[src/rtl/elevator_request_scheduler.sv]
// Elevator request scheduler: collects floor requests into a pending bitmap and
// steers the car with collective (sweep) service plus a timed door dwell.
//
// Ports:
//   clk            - sole clock, rising edge
//   rst_n          - synchronous reset, active-high (1 resets on next edge)
//   req_valid      - floor-request strobe, one request per cycle
//   req_floor      - requested floor index
//   current_floor  - car position from the car controller
//   car_moving     - 1 while the car travels between floors
//   target_floor   - registered floor the car shall travel to
//   dir_up         - registered service direction, 1 = up
//   door_open      - registered, 1 while dwelling
//   pending        - registered outstanding-request bitmap
//   req_reject     - registered one-cycle pulse for an ignored request
module elevator_request_scheduler #(
  parameter int unsigned NUM_FLOORS   = 10,
  parameter int unsigned DWELL_CYCLES = 4
) (
  input  logic                  clk,
  input  logic                  rst_n,
  input  logic                  req_valid,
  input  logic [3:0]            req_floor,
  input  logic [3:0]            current_floor,
  input  logic                  car_moving,
  output logic [3:0]            target_floor,
  output logic                  dir_up,
  output logic                  door_open,
  output logic [NUM_FLOORS-1:0] pending,
  output logic                  req_reject
);

  localparam int unsigned CNT_W = (DWELL_CYCLES > 1) ? $clog2(DWELL_CYCLES) : 1;

  localparam logic [1:0] S_IDLE       = 2'd0;
  localparam logic [1:0] S_SERVE_UP   = 2'd1;
  localparam logic [1:0] S_SERVE_DOWN = 2'd2;
  localparam logic [1:0] S_DWELL      = 2'd3;

  logic [1:0]            state_q, state_d;
  logic [NUM_FLOORS-1:0] pending_q, pending_d;
  logic [3:0]            target_q, target_d;
  logic                  dir_up_q, dir_up_d;
  logic                  door_q, door_d;
  logic                  reject_q, reject_d;
  logic [CNT_W-1:0]      cnt_q, cnt_d;

  logic                  req_oob, req_served, accept;
  logic [NUM_FLOORS-1:0] set_mask, cur_mask, view;
  logic                  any_above, any_below, at_floor, clear_here;
  logic [3:0]            low_above, high_below;

  // Request qualification and floor scans. Direction decisions look at the
  // pending bitmap merged with this cycle's accepted request, so a new floor
  // ahead of the car retargets it on the very next edge. The "stop here"
  // decision uses only registered pending bits.
  always_comb begin
    req_oob    = 32'(req_floor) >= NUM_FLOORS;
    req_served = (state_q == S_DWELL) && (req_floor == current_floor);
    accept     = req_valid && !req_oob && !req_served;
    reject_d   = req_valid && (req_oob || req_served);
    set_mask   = '0;
    cur_mask   = '0;
    for (int i = 0; i < int'(NUM_FLOORS); i++) begin
      set_mask[i] = accept && (4'(i) == req_floor);
      cur_mask[i] = (4'(i) == current_floor);
    end
    view      = pending_q | set_mask;
    at_floor  = |(pending_q & cur_mask);
    any_above = 1'b0;
    any_below = 1'b0;
    low_above  = 4'd0;
    high_below = 4'd0;
    // Descending scan: last hit above the car is the lowest one.
    for (int i = int'(NUM_FLOORS) - 1; i >= 0; i--) begin
      if (view[i] && (4'(i) > current_floor)) begin
        any_above = 1'b1;
        low_above = 4'(i);
      end
    end
    // Ascending scan: last hit below the car is the highest one.
    for (int i = 0; i < int'(NUM_FLOORS); i++) begin
      if (view[i] && (4'(i) < current_floor)) begin
        any_below  = 1'b1;
        high_below = 4'(i);
      end
    end
  end

  // Next-state and output logic.
  always_comb begin
    state_d    = state_q;
    target_d   = target_q;
    dir_up_d   = dir_up_q;
    cnt_d      = cnt_q;
    clear_here = 1'b0;

    case (state_q)
      S_IDLE: begin
        target_d = current_floor;
        if (at_floor && !car_moving) begin
          state_d    = S_DWELL;
          clear_here = 1'b1;
          cnt_d      = '0;
        end else if (any_above) begin
          state_d  = S_SERVE_UP;
          target_d = low_above;
          dir_up_d = 1'b1;
        end else if (any_below) begin
          state_d  = S_SERVE_DOWN;
          target_d = high_below;
          dir_up_d = 1'b0;
        end
      end

      S_SERVE_UP: begin
        // While at the target but still settling, hold the target.
        if (current_floor == target_q) begin
          if (!car_moving) begin
            state_d    = S_DWELL;
            clear_here = 1'b1;
            cnt_d      = '0;
          end
        end else if (any_above) begin
          target_d = low_above;
        end else if (any_below) begin
          state_d  = S_SERVE_DOWN;
          target_d = high_below;
          dir_up_d = 1'b0;
        end else begin
          state_d  = S_IDLE;
          target_d = current_floor;
        end
      end

      S_SERVE_DOWN: begin
        if (current_floor == target_q) begin
          if (!car_moving) begin
            state_d    = S_DWELL;
            clear_here = 1'b1;
            cnt_d      = '0;
          end
        end else if (any_below) begin
          target_d = high_below;
        end else if (any_above) begin
          state_d  = S_SERVE_UP;
          target_d = low_above;
          dir_up_d = 1'b1;
        end else begin
          state_d  = S_IDLE;
          target_d = current_floor;
        end
      end

      S_DWELL: begin
        target_d = current_floor;
        if (cnt_q == CNT_W'(DWELL_CYCLES - 1)) begin
          // Keep sweeping the same way if possible, otherwise reverse.
          if (dir_up_q ? any_above : !any_below && any_above) begin
            state_d  = S_SERVE_UP;
            target_d = low_above;
            dir_up_d = 1'b1;
          end else if (any_below) begin
            state_d  = S_SERVE_DOWN;
            target_d = high_below;
            dir_up_d = 1'b0;
          end else begin
            state_d = S_IDLE;
          end
        end else begin
          cnt_d = cnt_q + CNT_W'(1);
        end
      end

      default: begin
        state_d = S_IDLE;
      end
    endcase

    door_d    = (state_d == S_DWELL);
    // Clear beats set when both hit the same bit.
    pending_d = (pending_q | set_mask) & ~(clear_here ? cur_mask : '0);
  end

  // State and output registers.
  always_ff @(posedge clk) begin
    if (rst_n) begin
      state_q   <= S_IDLE;
      pending_q <= '0;
      target_q  <= 4'd0;
      dir_up_q  <= 1'b1;
      door_q    <= 1'b0;
      reject_q  <= 1'b0;
      cnt_q     <= '0;
    end else begin
      state_q   <= state_d;
      pending_q <= pending_d;
      target_q  <= target_d;
      dir_up_q  <= dir_up_d;
      door_q    <= door_d;
      reject_q  <= reject_d;
      cnt_q     <= cnt_d;
    end
  end

  assign target_floor = target_q;
  assign dir_up       = dir_up_q;
  assign door_open    = door_q;
  assign pending      = pending_q;
  assign req_reject   = reject_q;

endmodule

[config.mk]
export PLATFORM = sky130hd
export DESIGN_NAME = elevator_request_scheduler
export DESIGN_NICKNAME = d
export VERILOG_FILES = /design/src/rtl/elevator_request_scheduler.sv
export SDC_FILE = /design/constraint.sdc
export NUM_CORES = 1
export LEC_CHECK = 0
export ABC_AREA = 1
export CELL_PAD_IN_SITES_DETAIL_PLACEMENT = 1
export CELL_PAD_IN_SITES_GLOBAL_PLACEMENT = 1
export CORE_MARGIN = 2
export CORE_UTILIZATION = 30
export DETAILED_ROUTE_END_ITERATION = 16
export GPL_TIMING_DRIVEN = 0
export PLACE_DENSITY = 0.61
export SETUP_SLACK_MARGIN = 0.1
export SKIP_LAST_GASP = 1
export SLEW_MARGIN = 30
export SYNTH_ARGS = -nofsm -noshare
export SYNTH_HDL_FRONTEND = slang
export SYNTH_SLANG_ARGS = --single-unit
[constraint.sdc]
create_clock -name clk -period 3.39 [get_ports clk]
set_input_delay 0.678 -clock clk [delete_from_list [all_inputs] [get_ports clk]]
set_output_delay 0.678 -clock clk [all_outputs]
set_load 0.02 [all_outputs]
==> flow_metrics.env, run 1 <==
export IMPL_slew_headroom_pct=64.3
export IMPL_synth_seq_area_share_pct=16.8
export IMPL_port_buffer_count=27
export IMPL_count_of_synthesis_stage_warnings_from_yosys=0
export IMPL_final_setup_tns_ns=0
export IMPL_initial_core_util_pct=30.7
export IMPL_drtIter0Drc=114
export IMPL_first_pass_grt_wire_length_mm=13.8
export IMPL_io_pin_count=29
export IMPL_drive_above_1_share_pct=26.4
export IMPL_fin_worst_skew_ns=0.0125
export IMPL_synth_distinct_cells=41
export IMPL_worst_endpoint_arrival_ns=3.23
export IMPL_use_met1_pct=29.3
export IMPL_fin_crit_sh_pct=90.3
export IMPL_antenna_found_initial=0
export IMPL_area_delta_synth_final_pct=25.6
export IMPL_floorplan_die_area_um2=9110
export IMPL_post_cts_hold_buffer_count=0
export IMPL_synth_ff_latch_count=21
export IMPL_yosys_area_share_adder_pct=2.99
export IMPL_gp_routability_congestion=0.832
export IMPL_htreeDepth=1
export IMPL_routing_layer_with_the_top_usage_in_global_route="met2"
export IMPL_post_synth_and_or_nand_nor_area_fraction_pct=49.3
export IMPL_netlist_area_leader_share_pct=16.8
export IMPL_critPathMaxStageDelay_ns=0.54
export IMPL_grt_usage_pct=19.6
export IMPL_total_power_mw=1.22
export IMPL_power_ir_vdd_worst_mv=0.114
export IMPL_synth_edff_count=0
export IMPL_worstHoldPathType="reg -> reg"
export IMPL_fp_row_count=33
export IMPL_design_core_area_um2=8180
export IMPL_hpwlAfterDp_mm=6.99
export IMPL_ys_async_rst_share_pct=0
export IMPL_rsz0062_at_grt="no"
export IMPL_cts_tree="yes"
export IMPL_clockBufferDepth=2
export IMPL_syn_inst=403
export IMPL_yosys_cell_count_top_type="nand2_1"
export IMPL_synth_area_leader_cell="dfxtp_1"
export IMPL_post_detailed_route_wirelength_per_cell_um=16.1
export IMPL_period_minus_slack_ns=3.06
export IMPL_global_route_overflow_total=0
export IMPL_largest_net_degree_at_the_start_of_global_routing=13
export IMPL_met3_usage_pct=1.34
export IMPL_slew_viol_final=0
export IMPL_synth_area_top_cells="dfxtp_1 17%, nand2_1 15%, inv_1 7.8%"
export IMPL_synth_compound_area_share_pct=16.2
export IMPL_cts_num_sinks=21
export IMPL_fmax_mhz=327
export IMPL_post_place_ws_ns=-0.245
export IMPL_path_buf_inv=4
export IMPL_vias=2717
export IMPL_crit_chain="clkdlybuf4s50_1, inv_1, a21oi_2, nor2_4, buf_12, nand3_2, nand2_2, nand2_4, nand2_4, nor2_4, nand3_4, inv_1, nand2_1, o2111ai_1, nand3_1, nand2_1, a21oi_2"
export IMPL_leakage_nw=1.52
export IMPL_drt_first_pass_iters=4
export IMPL_grt_use_met2_pct=30.9
export IMPL_tritoncts_num_buffers=3
export IMPL_mappedNetlistArea_um2=2510
export IMPL_timing_max_cap_violations=0
export IMPL_routed_wl_mm=8.91
export IMPL_worst_skew_late_latency_ns=0.28
export IMPL_synth_area_mux_share_pct=0
export IMPL_family_with_the_most_delay_on_the_worst_path="simple AND/OR/NAND/NOR gates"
export IMPL_synth_xor_area_share_pct=1.75
export IMPL_vias_per_cell=4.90
export IMPL_timing_final_setup_violations=0
export IMPL_detail_route_drc_violations=0
export IMPL_yosys_most_used_dff="dfxtp_1"
export IMPL_first_global_vias=2628
export IMPL_critical_path_peak_fanout=7
export IMPL_dominant_combinational_cell_family_by_area_after_synthesis="simple AND/OR/NAND/NOR gates"
export IMPL_avgSynthCellArea_um2=6.22
export IMPL_postRouteAntennaNets=0
export IMPL_layout_setup_ws_ns=0.328
export IMPL_outcome="finished, final reports clean"
export IMPL_design_final_nets=469
export IMPL_worst_pin_slew_ns=0.535
export IMPL_critPathKind="in -> reg"
export IMPL_power_density_nw_per_um2=386
export IMPL_postSynthNetCount=421
export IMPL_root_buffer_cell="clkbuf_8"
export IMPL_path_clk_slew_ns=0.10
export IMPL_yosys_top_cells_count="98 x nand2_1, 52 x inv_1, 37 x nor2_1"
export IMPL_floorplan_die_height_um=95.4
export IMPL_timing_final_hold_violations=0
export IMPL_critPathSlowestCell="clkdlybuf4s50_1"
export IMPL_die_w_um=95.4
export IMPL_worstPathRequired_ns=3.56
export IMPL_crit_path_start_kind="primary input"
export IMPL_end_kind="flop"
export IMPL_insertedDiodeCount=0
worst min-delay path, cell delays in order, from the launching register on:
cell     delay, ns
dfxtp_1       0.33
nand2_1       0.06
a21oi_1       0.05
registers in the layout, summed over array words and instances (netlist names):
name / count
cnt_q: 2
req_reject: 1
target_floor: 4
state_q: 2
dir_up: 1
pending: 10
door_open: 1
cell usage in the layout (no fill, tap or decap), drive strengths merged, types with 3 or more instances in the layout:
cell / instances
buf: 25
ha: 6
inv: 62
nand2: 133
clkbuf: 3
dfxtp: 21
nor2: 50
nand4: 5
a21oi: 24
clkdlybuf4s50: 24
nor3: 4
xor2: 4
nand3: 41
o21ai: 27
dlymetal6s2s: 3
per-layer routing:
metal	part of all wire (%)	wire, µm	vias up
met5	0	0	-
met4	1.0	90	0
met3	3.4	303	6
met2	44	3940	50
met1	51	4580	1273
li1	-	-	1388
cells by family (layout without fill, tap and decap cells):
| kind of cell | after synthesis | after routing |
|---|---|---|
| AO/OA/AOI/OAI | 65 | 66 |
| XOR/XNOR | 5 | 5 |
| adder cells (fa/ha/maj) | 6 | 6 |
| buffers and inverters | 72 | 118 |
| flip-flops | 21 | 21 |
| AND/OR/NAND/NOR | 234 | 234 |
power breakdown:
| part | total (mW) | switching, mW | internal (mW) | leakage (nW) |
|---|---|---|---|---|
| logic | 0.705 | 0.437 | 0.268 | 1.32 |
| clock network | 0.182 | 0.0999 | 0.0824 | 0.0255 |
| registers | 0.328 | 0.0403 | 0.288 | 0.171 |
| total | 1.22 | 0.577 | 0.638 | 1.52 |
final cells by class:
| cell class | instances | area [µm²] |
|---|---|---|
| fillers | 1108 | 5020 |
| multi-input cells | 311 | 1810 |
| flip-flops and latches | 21 | 420 |
| repair buffers | 42 | 415 |
| inverters | 62 | 240 |
| well taps | 105 | 131 |
| plain buffers | 10 | 92.6 |
| clock buffers | 3 | 41.3 |
| clock inverters | 1 | 5.00 |
final timing paths:
kind / end / depth (start not counted) / from / slack [ns]
max reg2reg: target_floor[2] / 17 / state_q[1] / 0.47
max: target_floor[2] / 17 / req_floor[1] / 0.33
min reg2reg: cnt_q[1] / 2 / cnt_q[1] / 0.48
min: cnt_q[1] / 2 / cnt_q[1] / 0.48
stage by stage:
step           instance area (µm²)  util (%)  hold WS [ns]  instances
2_1_floorplan                 2510         -         0.438        403
3_3_place_gp                  2910      35.6         0.460        535
3_5_place_dp                  2910      35.6         0.473        535
4_1_cts                       2960      36.3         0.491        539
5_1_grt                       3150      38.6         0.513        555
6_report                      3150      38.6         0.481        555
timing repair:
action | CTS | global route
pin swaps | 0 | 6
cloned | 0 | 1
setup buffers | 0 | 15
setup endpoints to repair | 3 | 20
gates resized for setup | 1 | 15
Note: power is estimated with default switching activity, not from simulation.
==> inputs of run 2 (changes only) <==
- DONT_BUFFER_PORTS: default -> 1
- PLACE_DENSITY: 0.61 -> 0.66
==> flow_metrics.env, run 2 (same netlist as run 1, synthesis figures left out) <==
export IMPL_insertedDiodeCount=0
export IMPL_vias_per_cell=5.03
export IMPL_critical_path_peak_fanout=10
export IMPL_outcome="finished, final reports clean"
export IMPL_area_delta_synth_final_pct=7.03
export IMPL_placedCellCount=508
export IMPL_post_cts_hold_buffer_count=0
export IMPL_worst_r2r_startpoint="state_q[0]"
export IMPL_drt_first_pass_iters=4
export IMPL_slew_headroom_pct=66.5
export IMPL_total_power_mw=1.08
export IMPL_worst_pin_slew_ns=0.502
export IMPL_drtIter0Drc=102
export IMPL_leakage_nw=1.30
export IMPL_die_w_um=95.4
export IMPL_drive_above_1_share_pct=22.9
export IMPL_worstPathRequired_ns=3.55
export IMPL_timing_final_hold_violations=0
export IMPL_layout_setup_ws_ns=0.543
export IMPL_tritoncts_num_buffers=3
export IMPL_holdWs_ns=0.473
export IMPL_hpwlAfterDp_mm=6.54
export IMPL_cts_repair_resize_count=0
export IMPL_gp_routability_congestion=0.852
export IMPL_timing_final_setup_violations=0
export IMPL_cts_tree="yes"
export IMPL_ff2ff_setup_slack_ns=0.54
export IMPL_fin_crit_sh_pct=84.0
export IMPL_htreeDepth=1
export IMPL_global_route_overflow_total=0
export IMPL_rsz0062_at_grt="no"
export IMPL_timing_max_cap_violations=0
export IMPL_initial_core_util_pct=30.7
export IMPL_root_buffer_cell="clkbuf_8"
export IMPL_worstHoldPathType="reg -> reg"
export IMPL_end_kind="flop"
export IMPL_worst_skew_late_latency_ns=0.26
export IMPL_largest_net_degree_at_the_start_of_global_routing=12
export IMPL_largest_reg_flops=10
export IMPL_floorplan_die_area_um2=9110
export IMPL_post_cts_setup_buffers=0
export IMPL_design_core_area_um2=8180
export IMPL_critPathKind="reg -> reg"
export IMPL_stdcell_count=512
export IMPL_detail_route_drc_violations=0
export IMPL_postRouteAntennaNets=0
export IMPL_vias=2573
export IMPL_slew_viol_final=0
export IMPL_antenna_found_initial=0
export IMPL_post_place_ws_ns=0.343
export IMPL_power_density_nw_per_um2=401
export IMPL_fmax_mhz=351
export IMPL_clockBufferDepth=2
export IMPL_routed_wl_mm=7.82
export IMPL_period_minus_slack_ns=2.85
export IMPL_final_setup_tns_ns=0
export IMPL_timing_hold_worst_start="cnt_q[1]"
export IMPL_io_pin_count=29
export IMPL_power_ir_vdd_worst_mv=0.121
export IMPL_floorplan_die_height_um=95.4
export IMPL_design_final_nets=426
export IMPL_worstSetupStartpoint="state_q[0]"
export IMPL_post_detailed_route_wirelength_per_cell_um=15.3
export IMPL_layout_commonest_cell="nand2_1"
export IMPL_crit_path_start_kind="flop"
export IMPL_port_buffer_count=0
export IMPL_fp_row_count=33
export IMPL_cts_num_sinks=21
export IMPL_grt_usage_pct=18.0
export IMPL_layout_common_cells="98 x nand2_1, 52 x inv_1, 37 x nor2_1"
export IMPL_worst_endpoint_arrival_ns=3.01
export IMPL_first_pass_grt_wire_length_mm=12.7
export IMPL_fin_worst_skew_ns=0.00676
export IMPL_path_clk_slew_ns=0.08
export IMPL_first_global_vias=2547
[run 2: area by class of cell]
type / count / area [µm²]
fill: 1088 / 5490
buffer: 10 / 88.8
clock buffer: 4 / 45.0
sequential: 21 / 420
inverter: 62 / 238
multi-input combinational: 310 / 1760
tap: 105 / 131
[run 2: worst paths after layout]
path	endpoint	cells past startpoint
min	cnt_q[1]	2
max	dir_up	17
min reg2reg	cnt_q[1]	2
max reg2reg	dir_up	17
[run 2: power by group]
part	switching (mW)	leakage (nW)	internal [mW]	total (mW)
clock	0.0863	0.0228	0.0838	0.170
combinational	0.348	1.10	0.186	0.533
sequential	0.0840	0.171	0.288	0.372
[run 2: critical path: stages, from the launching register on]
cell     delay (ns)
dfxtp_1        0.47
ha_1           0.35
nand2_1        0.10
nor2_2         0.12
nand3_2        0.09
buf_6          0.16
nand3_2        0.06
nand2_2        0.10
nand2_2        0.09
nand2_2        0.08
nor2_4         0.13
nand3_4        0.13
inv_1          0.21
nand2_1        0.13
a21oi_1        0.24
nand2_1        0.08
a21oi_1        0.12
nand2_1        0.06
[run 2: stage by stage]
| step | util, % | area [µm²] |
|---|---|---|
| floorplan | - | 2510 |
| global placement | 32.3 | 2640 |
| detailed placement | 32.3 | 2640 |
| CTS | 32.8 | 2690 |
| global route | 32.8 | 2690 |
| finish | 32.8 | 2690 |
[run 2: layer usage]
| metal | GRT usage (%) | part of all wire [%] | vias up |
|---|---|---|---|
| li1 | - | - | 1305 |
| met1 | 25.9 | 50 | 1223 |
| met2 | 29.6 | 45 | 41 |
| met3 | 1.58 | 3.5 | 4 |
| met4 | 2.86 | 0.73 | 0 |
| met5 | 0 | 0 | - |
==> inputs of run 3 (changes only) <==
- clock period: 3.39 -> 2.9 ns (I/O delays scaled with it)
==> flow_metrics.env, run 3 (same netlist as run 1, synthesis figures left out) <==
export IMPL_routed_wl_mm=7.85
export IMPL_period_minus_slack_ns=2.63
export IMPL_timing_max_cap_violations=0
export IMPL_htreeDepth=1
export IMPL_placedCellCount=508
export IMPL_floorplan_die_height_um=95.4
export IMPL_critical_path_peak_fanout=10
export IMPL_layout_setup_ws_ns=0.275
export IMPL_postRouteAntennaNets=0
export IMPL_post_detailed_route_wirelength_per_cell_um=15.3
export IMPL_post_cts_hold_buffer_count=0
export IMPL_io_pin_count=29
export IMPL_cts_tree="yes"
export IMPL_worstHoldPathType="in -> reg"
export IMPL_first_pass_grt_wire_length_mm=12.7
export IMPL_floorplan_die_area_um2=9110
export IMPL_largest_reg_flops=10
export IMPL_antenna_found_initial=0
export IMPL_vias=2580
export IMPL_post_cts_setup_buffers=0
export IMPL_fmax_mhz=381
export IMPL_holdWs_ns=0.375
export IMPL_worst_endpoint_arrival_ns=2.78
export IMPL_drt_first_pass_iters=4
export IMPL_layout_commonest_cell="nand2_1"
export IMPL_layout_common_cells="98 x nand2_1, 51 x inv_1, 37 x nor2_1"
export IMPL_worst_pin_slew_ns=0.493
export IMPL_power_ir_vdd_worst_mv=0.139
export IMPL_tritoncts_num_buffers=3
export IMPL_path_clk_slew_ns=0.08
export IMPL_slew_viol_final=0
export IMPL_critPathMaxStageDelay_ns=0.26
export IMPL_vias_per_cell=5.04
export IMPL_largest_net_degree_at_the_start_of_global_routing=12
export IMPL_critical_path_top_cell_by_count="nand2_1"
export IMPL_insertedDiodeCount=0
export IMPL_power_density_nw_per_um2=468
export IMPL_critPathKind="in -> reg"
export IMPL_timing_final_setup_violations=0
export IMPL_root_buffer_cell="clkbuf_8"
export IMPL_finish_utilization_pct=33.2
export IMPL_grt_usage_pct=18.0
export IMPL_design_core_area_um2=8180
export IMPL_end_kind="flop"
export IMPL_path_buf_inv=4
export IMPL_worst_r2r_startpoint="state_q[0]"
export IMPL_hpwlAfterDp_mm=6.54
export IMPL_port_buffer_count=0
export IMPL_worstSetupStartpoint="current_floor[3]"
export IMPL_design_final_nets=426
export IMPL_family_with_the_most_delay_on_the_worst_path="simple AND/OR/NAND/NOR gates"
export IMPL_rsz0062_at_grt="yes"
export IMPL_outcome="finished, final reports clean"
export IMPL_worstPathRequired_ns=3.06
export IMPL_initial_core_util_pct=30.7
export IMPL_final_setup_tns_ns=0
export IMPL_drtIter0Drc=84
export IMPL_cts_num_sinks=21
export IMPL_crit_path_start_kind="primary input"
export IMPL_global_route_overflow_total=0
export IMPL_stdcell_count=512
export IMPL_leakage_nw=1.30
export IMPL_timing_final_hold_violations=0
export IMPL_timing_hold_worst_start="rst_n"
export IMPL_fin_worst_skew_ns=0.00842
export IMPL_die_w_um=95.4
export IMPL_post_place_ws_ns=-0.0488
export IMPL_slew_headroom_pct=67.1
export IMPL_fin_crit_sh_pct=90.5
export IMPL_first_global_vias=2547
export IMPL_detail_route_drc_violations=0
export IMPL_gp_routability_congestion=0.852
export IMPL_clockBufferDepth=2
export IMPL_area_delta_synth_final_pct=8.28
export IMPL_crit_chain="buf_4, nor2_2, inv_2, nor2_2, inv_1, nor2_1, nand2_1, nand3_1, a221oi_1, nand4_1, nand2_1, inv_1, nand2_1, nand3_1, a21oi_1, nand2_1, a21oi_1, nand2_1"
export IMPL_drive_above_1_share_pct=23.8
export IMPL_worst_skew_late_latency_ns=0.26
export IMPL_fp_row_count=33
export IMPL_critPathSlowestCell="a221oi_1"
## run 3: cell type report
cell class              instances  area, µm²
plain buffers                  10       88.8
clock buffers                   4       45.0
fillers                      1088       5460
inverters                      62        241
multi-input cells             310       1780
flip-flops and latches         21        428
well taps                     105        131
## run 3: final timing paths
kind	end	slack (ns)	cells after the start
hold reg to reg	cnt_q[1]	0.47	2
setup reg to reg	target_floor[1]	0.30	19
hold / removal	state_q[1]	0.38	1
setup / recovery	dir_up	0.27	18
## run 3: per-stage QoR
| stage | instance area (µm²) | power [mW] |
|---|---|---|
| detailed placement | 2640 | 1.06 |
| CTS | 2690 | 1.26 |
| finish | 2720 | 1.27 |
| floorplan | 2510 | 0.908 |
| global placement | 2640 | 1.05 |
| global route | 2720 | 1.39 |
## run 3: where the power goes
group / switching, mW / leakage [nW] / internal [mW]
combinational: 0.410 / 1.10 / 0.220
clock: 0.0995 / 0.0228 / 0.0979
sequential: 0.102 / 0.173 / 0.342
total: 0.611 / 1.30 / 0.660
## run 3: metal layers
metal	track usage, %	part of all wire (%)	vias up
met2	29.6	45	53
met5	0	0	-
met3	1.58	4.0	4
li1	-	-	1306
met1	25.9	50	1217
met4	2.86	0.71	0
## run 3: what timing repair did
| item | CTS | global route |
|---|---|---|
| setup endpoints to repair | 7 | 18 |
| pin swaps | 0 | 0 |
| hold endpoints to repair | 0 | 0 |
| gates resized for setup | 1 | 7 |
| gates cloned | 0 | 0 |
